[src/rtl/forward_hazard_unit_if.sv]
// Bundle between the ID/EX pipeline control and the forwarding/hazard unit.
// The master side is the pipeline and the slave side is the hazard unit.
interface forward_hazard_unit_if #(
  parameter int REG_AW  = 5,
  parameter int NUM_SRC = 2,
  parameter int NUM_FWD = 2,
  parameter int CNT_W   = 16
);
  localparam int SEL_W = $clog2(NUM_FWD + 1);

  logic [NUM_SRC*REG_AW-1:0] rs_ex;
  logic [NUM_SRC*REG_AW-1:0] rs_id;
  logic [NUM_SRC-1:0]        rs_valid_id;
  logic [NUM_FWD*REG_AW-1:0] rd_fwd;
  logic [NUM_FWD-1:0]        wr_fwd;
  logic [REG_AW-1:0]         rd_ex;
  logic                      wr_ex;
  logic                      load_ex;
  logic                      flush;
  logic [NUM_SRC*SEL_W-1:0]  fwd_sel;
  logic                      stall;
  logic                      bubble;
  logic [CNT_W-1:0]          stall_count;

  modport master (
    output rs_ex, rs_id, rs_valid_id, rd_fwd, wr_fwd, rd_ex, wr_ex, load_ex, flush,
    input  fwd_sel, stall, bubble, stall_count
  );

  modport slave (
    input  rs_ex, rs_id, rs_valid_id, rd_fwd, wr_fwd, rd_ex, wr_ex, load_ex, flush,
    output fwd_sel, stall, bubble, stall_count
  );
endinterface

[src/rtl/forward_hazard_unit.sv]
// Operand forwarding selects plus load-use hazard stall FSM for the EX stage.
// Forwarding is purely combinational; the stall path holds PC/IF-ID and bubbles ID/EX.
module forward_hazard_unit #(
  parameter int REG_AW     = 5,
  parameter int NUM_SRC    = 2,
  parameter int NUM_FWD    = 2,
  parameter int LOAD_STALL = 1,
  parameter int CNT_W      = 16
) (
  input logic clk,
  input logic rst,
  forward_hazard_unit_if.slave bus
);
  localparam int SEL_W = $clog2(NUM_FWD + 1);
  localparam int REM_W = $clog2(LOAD_STALL + 1);

  typedef enum logic {IDLE, STALL} state_t;

  state_t                   state;
  state_t                   state_next;
  logic [REM_W-1:0]         rem;
  logic [REM_W-1:0]         rem_next;
  logic [CNT_W-1:0]         count;
  logic                     stall_int;
  logic                     haz;
  logic [NUM_SRC*SEL_W-1:0] sel;

  // Walk oldest to youngest so the youngest matching stage overwrites older ones.
  always_comb begin
    sel = '0;
    for (int i = 0; i < NUM_SRC; i++) begin
      for (int k = NUM_FWD - 1; k >= 0; k--) begin
        if (bus.wr_fwd[k] &&
            (bus.rd_fwd[k*REG_AW +: REG_AW] == bus.rs_ex[i*REG_AW +: REG_AW]) &&
            (bus.rs_ex[i*REG_AW +: REG_AW] != '0)) begin
          sel[i*SEL_W +: SEL_W] = SEL_W'(k + 1);
        end
      end
    end
  end

  always_comb begin
    haz = 1'b0;
    for (int i = 0; i < NUM_SRC; i++) begin
      if (bus.rs_valid_id[i] && (bus.rs_id[i*REG_AW +: REG_AW] == bus.rd_ex)) begin
        haz = 1'b1;
      end
    end
    haz = haz & bus.load_ex & bus.wr_ex & (bus.rd_ex != '0);
  end

  always_comb begin
    state_next = state;
    rem_next   = rem;
    stall_int  = 1'b0;
    case (state)
      IDLE: begin
        stall_int = haz & ~bus.flush;
        if (haz && !bus.flush && (LOAD_STALL > 1)) begin
          state_next = STALL;
          rem_next   = REM_W'(LOAD_STALL - 1);
        end
      end
      STALL: begin
        stall_int = ~bus.flush;
        rem_next  = rem - REM_W'(1);
        if (rem == REM_W'(1)) begin
          state_next = IDLE;
        end
      end
      default: begin
        state_next = IDLE;
        rem_next   = '0;
      end
    endcase
    // Flush kills whatever is being stalled, so drop back to IDLE immediately.
    if (bus.flush) begin
      state_next = IDLE;
      rem_next   = '0;
    end
  end

  always_ff @(posedge clk) begin
    if (rst) begin
      state <= IDLE;
      rem   <= '0;
      count <= '0;
    end else begin
      state <= state_next;
      rem   <= rem_next;
      if (stall_int && (count != '1)) begin
        count <= count + CNT_W'(1);
      end
    end
  end

  assign bus.fwd_sel     = sel;
  assign bus.stall       = stall_int & ~rst;
  assign bus.bubble      = stall_int & ~rst;
  assign bus.stall_count = count;
endmodule

[src/flat_wrapper.sv]
// flat-port wrapper written by rule: the top's interface ports become plain ports
module forward_hazard_unit_flat 
#(
  parameter int REG_AW     = 5,
  parameter int NUM_SRC    = 2,
  parameter int NUM_FWD    = 2,
  parameter int LOAD_STALL = 1,
  parameter int CNT_W      = 16
)
  (clk, rst, bus_rs_ex, bus_rs_id, bus_rs_valid_id, bus_rd_fwd, bus_wr_fwd, bus_rd_ex, bus_wr_ex, bus_load_ex, bus_flush, bus_fwd_sel, bus_stall, bus_bubble, bus_stall_count);
  forward_hazard_unit_if #(.REG_AW(REG_AW), .NUM_SRC(NUM_SRC), .NUM_FWD(NUM_FWD), .CNT_W(CNT_W)) bus_i ();
  input logic clk;
  input logic rst;
  input wire logic [$bits(bus_i.rs_ex)-1:0] bus_rs_ex;
  input wire logic [$bits(bus_i.rs_id)-1:0] bus_rs_id;
  input wire logic [$bits(bus_i.rs_valid_id)-1:0] bus_rs_valid_id;
  input wire logic [$bits(bus_i.rd_fwd)-1:0] bus_rd_fwd;
  input wire logic [$bits(bus_i.wr_fwd)-1:0] bus_wr_fwd;
  input wire logic [$bits(bus_i.rd_ex)-1:0] bus_rd_ex;
  input wire logic [$bits(bus_i.wr_ex)-1:0] bus_wr_ex;
  input wire logic [$bits(bus_i.load_ex)-1:0] bus_load_ex;
  input wire logic [$bits(bus_i.flush)-1:0] bus_flush;
  output wire logic [$bits(bus_i.fwd_sel)-1:0] bus_fwd_sel;
  output wire logic [$bits(bus_i.stall)-1:0] bus_stall;
  output wire logic [$bits(bus_i.bubble)-1:0] bus_bubble;
  output wire logic [$bits(bus_i.stall_count)-1:0] bus_stall_count;
  assign bus_i.rs_ex = bus_rs_ex;
  assign bus_i.rs_id = bus_rs_id;
  assign bus_i.rs_valid_id = bus_rs_valid_id;
  assign bus_i.rd_fwd = bus_rd_fwd;
  assign bus_i.wr_fwd = bus_wr_fwd;
  assign bus_i.rd_ex = bus_rd_ex;
  assign bus_i.wr_ex = bus_wr_ex;
  assign bus_i.load_ex = bus_load_ex;
  assign bus_i.flush = bus_flush;
  assign bus_fwd_sel = bus_i.fwd_sel;
  assign bus_stall = bus_i.stall;
  assign bus_bubble = bus_i.bubble;
  assign bus_stall_count = bus_i.stall_count;
  forward_hazard_unit #(.REG_AW(REG_AW), .NUM_SRC(NUM_SRC), .NUM_FWD(NUM_FWD), .LOAD_STALL(LOAD_STALL), .CNT_W(CNT_W)) u_core (.clk(clk), .rst(rst), .bus(bus_i));
endmodule
[config.mk]
export PLATFORM = sky130hd
export DESIGN_NAME = forward_hazard_unit_flat
export DESIGN_NICKNAME = d
export VERILOG_FILES = /design/src/rtl/forward_hazard_unit_if.sv /design/src/rtl/forward_hazard_unit.sv /design/src/flat_wrapper.sv
export SDC_FILE = /design/constraint.sdc
export NUM_CORES = 1
export LEC_CHECK = 0
export BUFFER_PORTS_ARGS = -buffer_cell sky130_fd_sc_hd__buf_2
export CORE_AREA = 4 4 61 63
export DETAILED_ROUTE_END_ITERATION = 10
export DIE_AREA = 0 0 65 67
export HOLD_SLACK_MARGIN = 0.12
export PLACE_DENSITY = 0.76
export SYNTH_ARGS = -nofsm -noshare
export SYNTH_HDL_FRONTEND = slang
export SYNTH_SLANG_ARGS = --single-unit
[constraint.sdc]
create_clock -name clk -period 2.5 [get_ports clk]
set_clock_uncertainty 0.2 [all_clocks]
set_input_delay 0.125 -clock clk [delete_from_list [all_inputs] [get_ports clk]]
set_output_delay 0.125 -clock clk [all_outputs]
set_load 0.01 [all_outputs]
==> metrics.txt <==
outcome=finished, final reports clean; height of the chip=67 um; Die X-Extent=65 um; CP max FO=13; CP Capture Type=flop; largest net degree at the start of global routing=23; area of the multi-input gates=965 um^2; grt ovf=0; port bufs=65; DP Area=1730 um^2; synth top area cells=dfxtp_1, xnor2_1, nand4_1; pwr/cell area=333 nW/um^2; Slew HR=0.649; Diodes inserted=0; startpoint type of the worst setup path=flop; share of cells above drive strength 1=0.357; Final min period=2.29 ns; Pleak=0.708 nW; CTS HTree Levels=1; initial cell density of the core=0.427; register area share after synthesis=0.261; global-route wire length before repair=5.58 mm; Post-Route Utilization=0.555; P&R area growth vs syn=29.8%; # IOs=66; GRT Total Usage=0.158; final worst slack=0.209 ns; hold_buf cts=3; CTS tree=built; FF+latch area=360 um^2; clock-pin slew of the registers on the worst-case setup and hold paths=0.11 ns; Max Fclk=437 MHz; drt pass-1 iters=4; worst vdd ir=0.242 mV; Skew-Pair Late Insertion Delay=0.29 ns; ys flop type=dfxtp_1; drt total wl=3.29 mm; core area=3230 um^2; WL/cell=12.1 um; CTS buffer count=3; vias per std cell=5.24; Rows=21; Synth Register Bits=18; top-count cell post-synth=xnor2_1; final worst-path cycle share=0.916; clock sinks=18; Post-Syn Area per Cell=8.63 um^2; R2R Setup Slk=0.21 ns; CTS-repair resized insts=0; final instance area=1790 um^2; vias in the first global route=1337; Post-DRT Antenna Nets=0; post-synthesis cell count=160; post-synth cell types=37; Setup Total Neg Slack=0 ns; Min-Delay Path Class=flop to flop; NumNets Final=273; root buf cell=clkbuf_4; Critical Path AT=2.33 ns; pre-CTS setup slack=0.241 ns; Slew @ Worst Pin=0.527 ns; DRC viols=0; async set-reset flop share out of synthesis=0; WP data required=2.54 ns; final slew viol count=0; RePlAce Congestion=0.792; fillers=308; Post-synth EDFFs=0; yosys warns=0; area fraction of the dominant cell type after synthesis=0.261; post-DP HPWL=2.65 mm; dominant cell type by area after synthesis=dfxtp_1; top post-synthesis cells by count=xnor2_1, dfxtp_1, a21oi_1; cell area after synthesis=1380 um^2; Max-cap violations=0; CP most frequent cell=a21oi_2; final hold violations=0; initial antenna violation count=0; Setup Fix Bufs, Post-CTS=0; die area=4360 um^2; crit path kind=flop to flop; via count=1430; clk buf depth=2; Net Count, Synth=205; crit-path cells=ha_1 > nand4_1 > nor4_4 > nor4b_1 > a21oi_2 > or4_1 > a21oi_2; Setup Viol. Count Final=0; unrepaired setup endpoints after global routing=no; CP max stage cell=or4_1; DR iter-0 viols=34; Critical Path Max Stage Delay=0.52 ns
==> cell usage in the layout (no fill, tap or decap), drive strengths merged <==
master       instances
a21oi               14
and3                 1
buf                 66
clkbuf               4
dfxtp               18
dlygate4sd3          3
ha                   1
inv                  3
mux2                 3
nand2                7
nand3                8
nand4               11
nor2                10
nor2b                2
nor3                 3
nor4                 7
nor4b                3
o21ai                6
o22ai                1
o311a                1
o31ai                6
or2                  2
or3                  6
or3b                 1
or4                  8
xnor2               27
xor2                 5
==> cell type report <==
cell class,instances,share of cell area
repair buffers,69,0.202
inverters,3,0.00628
multi-input cells,133,0.538
flip-flops and latches,18,0.201
clock buffers,4,0.0202
well taps,46,0.0321
==> logic make-up after synthesis <==
logic type      after synthesis  synth area share
compound gates               28             0.143
fa+ha+maj                     1           0.00906
buf+inv                       9            0.0408
simple gates                 69             0.316
mux                           3            0.0272
xor+xnor                     32             0.203
flops                        18             0.261
==> registers in the layout, summed over array words and instances (netlist names) <==
| signal | count |
|---|---|
| u_core.bus.stall_count | 16 |
| u_core.rem | 1 |
| u_core.state | 1 |
==> final timing paths <==
| check | cells after the start | from | end |
|---|---|---|---|
| worst min register to register | 1 | u_core.rem | u_core.state |
| worst max register to register | 7 | u_core.bus.stall_count[0] | u_core.bus.stall_count[13] |
| worst max-delay path | 7 | u_core.bus.stall_count[0] | u_core.bus.stall_count[13] |
| worst min-delay path | 1 | u_core.rem | u_core.state |
==> metal layers <==
metal	global-route usage	up-vias	share of wire	wire length, um
met1	0.189	648	0.45	1470
met4	0.0501	0	0.0039	13
li1	-	734	-	-
met3	0.0422	2	0.093	306
met5	0	-	0	0
met2	0.272	46	0.46	1500
==> per-stage QoR <==
step	total power, W	hold WS (ns)	instances
floorplan	0.000357	0.00163	160
global placement	0.000414	0.215	266
detailed placement	0.000415	0.225	266
CTS	0.000601	0.262	273
global route	0.000621	0.302	273
finish	0.000596	0.264	273
==> where the power goes <==
part           total, W  switching [W]  internal (W)
Sequential     0.000287   0.0000000964      0.000287
Combinational  0.000123      0.0000582     0.0000652
Clock          0.000186      0.0000975     0.0000888
==> worst max-delay path: cells and delay by family, from the launching register on <==
family	cells	cell delay [ns]
compound gates	2	0.32
fa+ha+maj	1	0.27
flops	1	0.35
simple gates	4	1.10
Note: power is estimated with default switching activity, not from simulation.
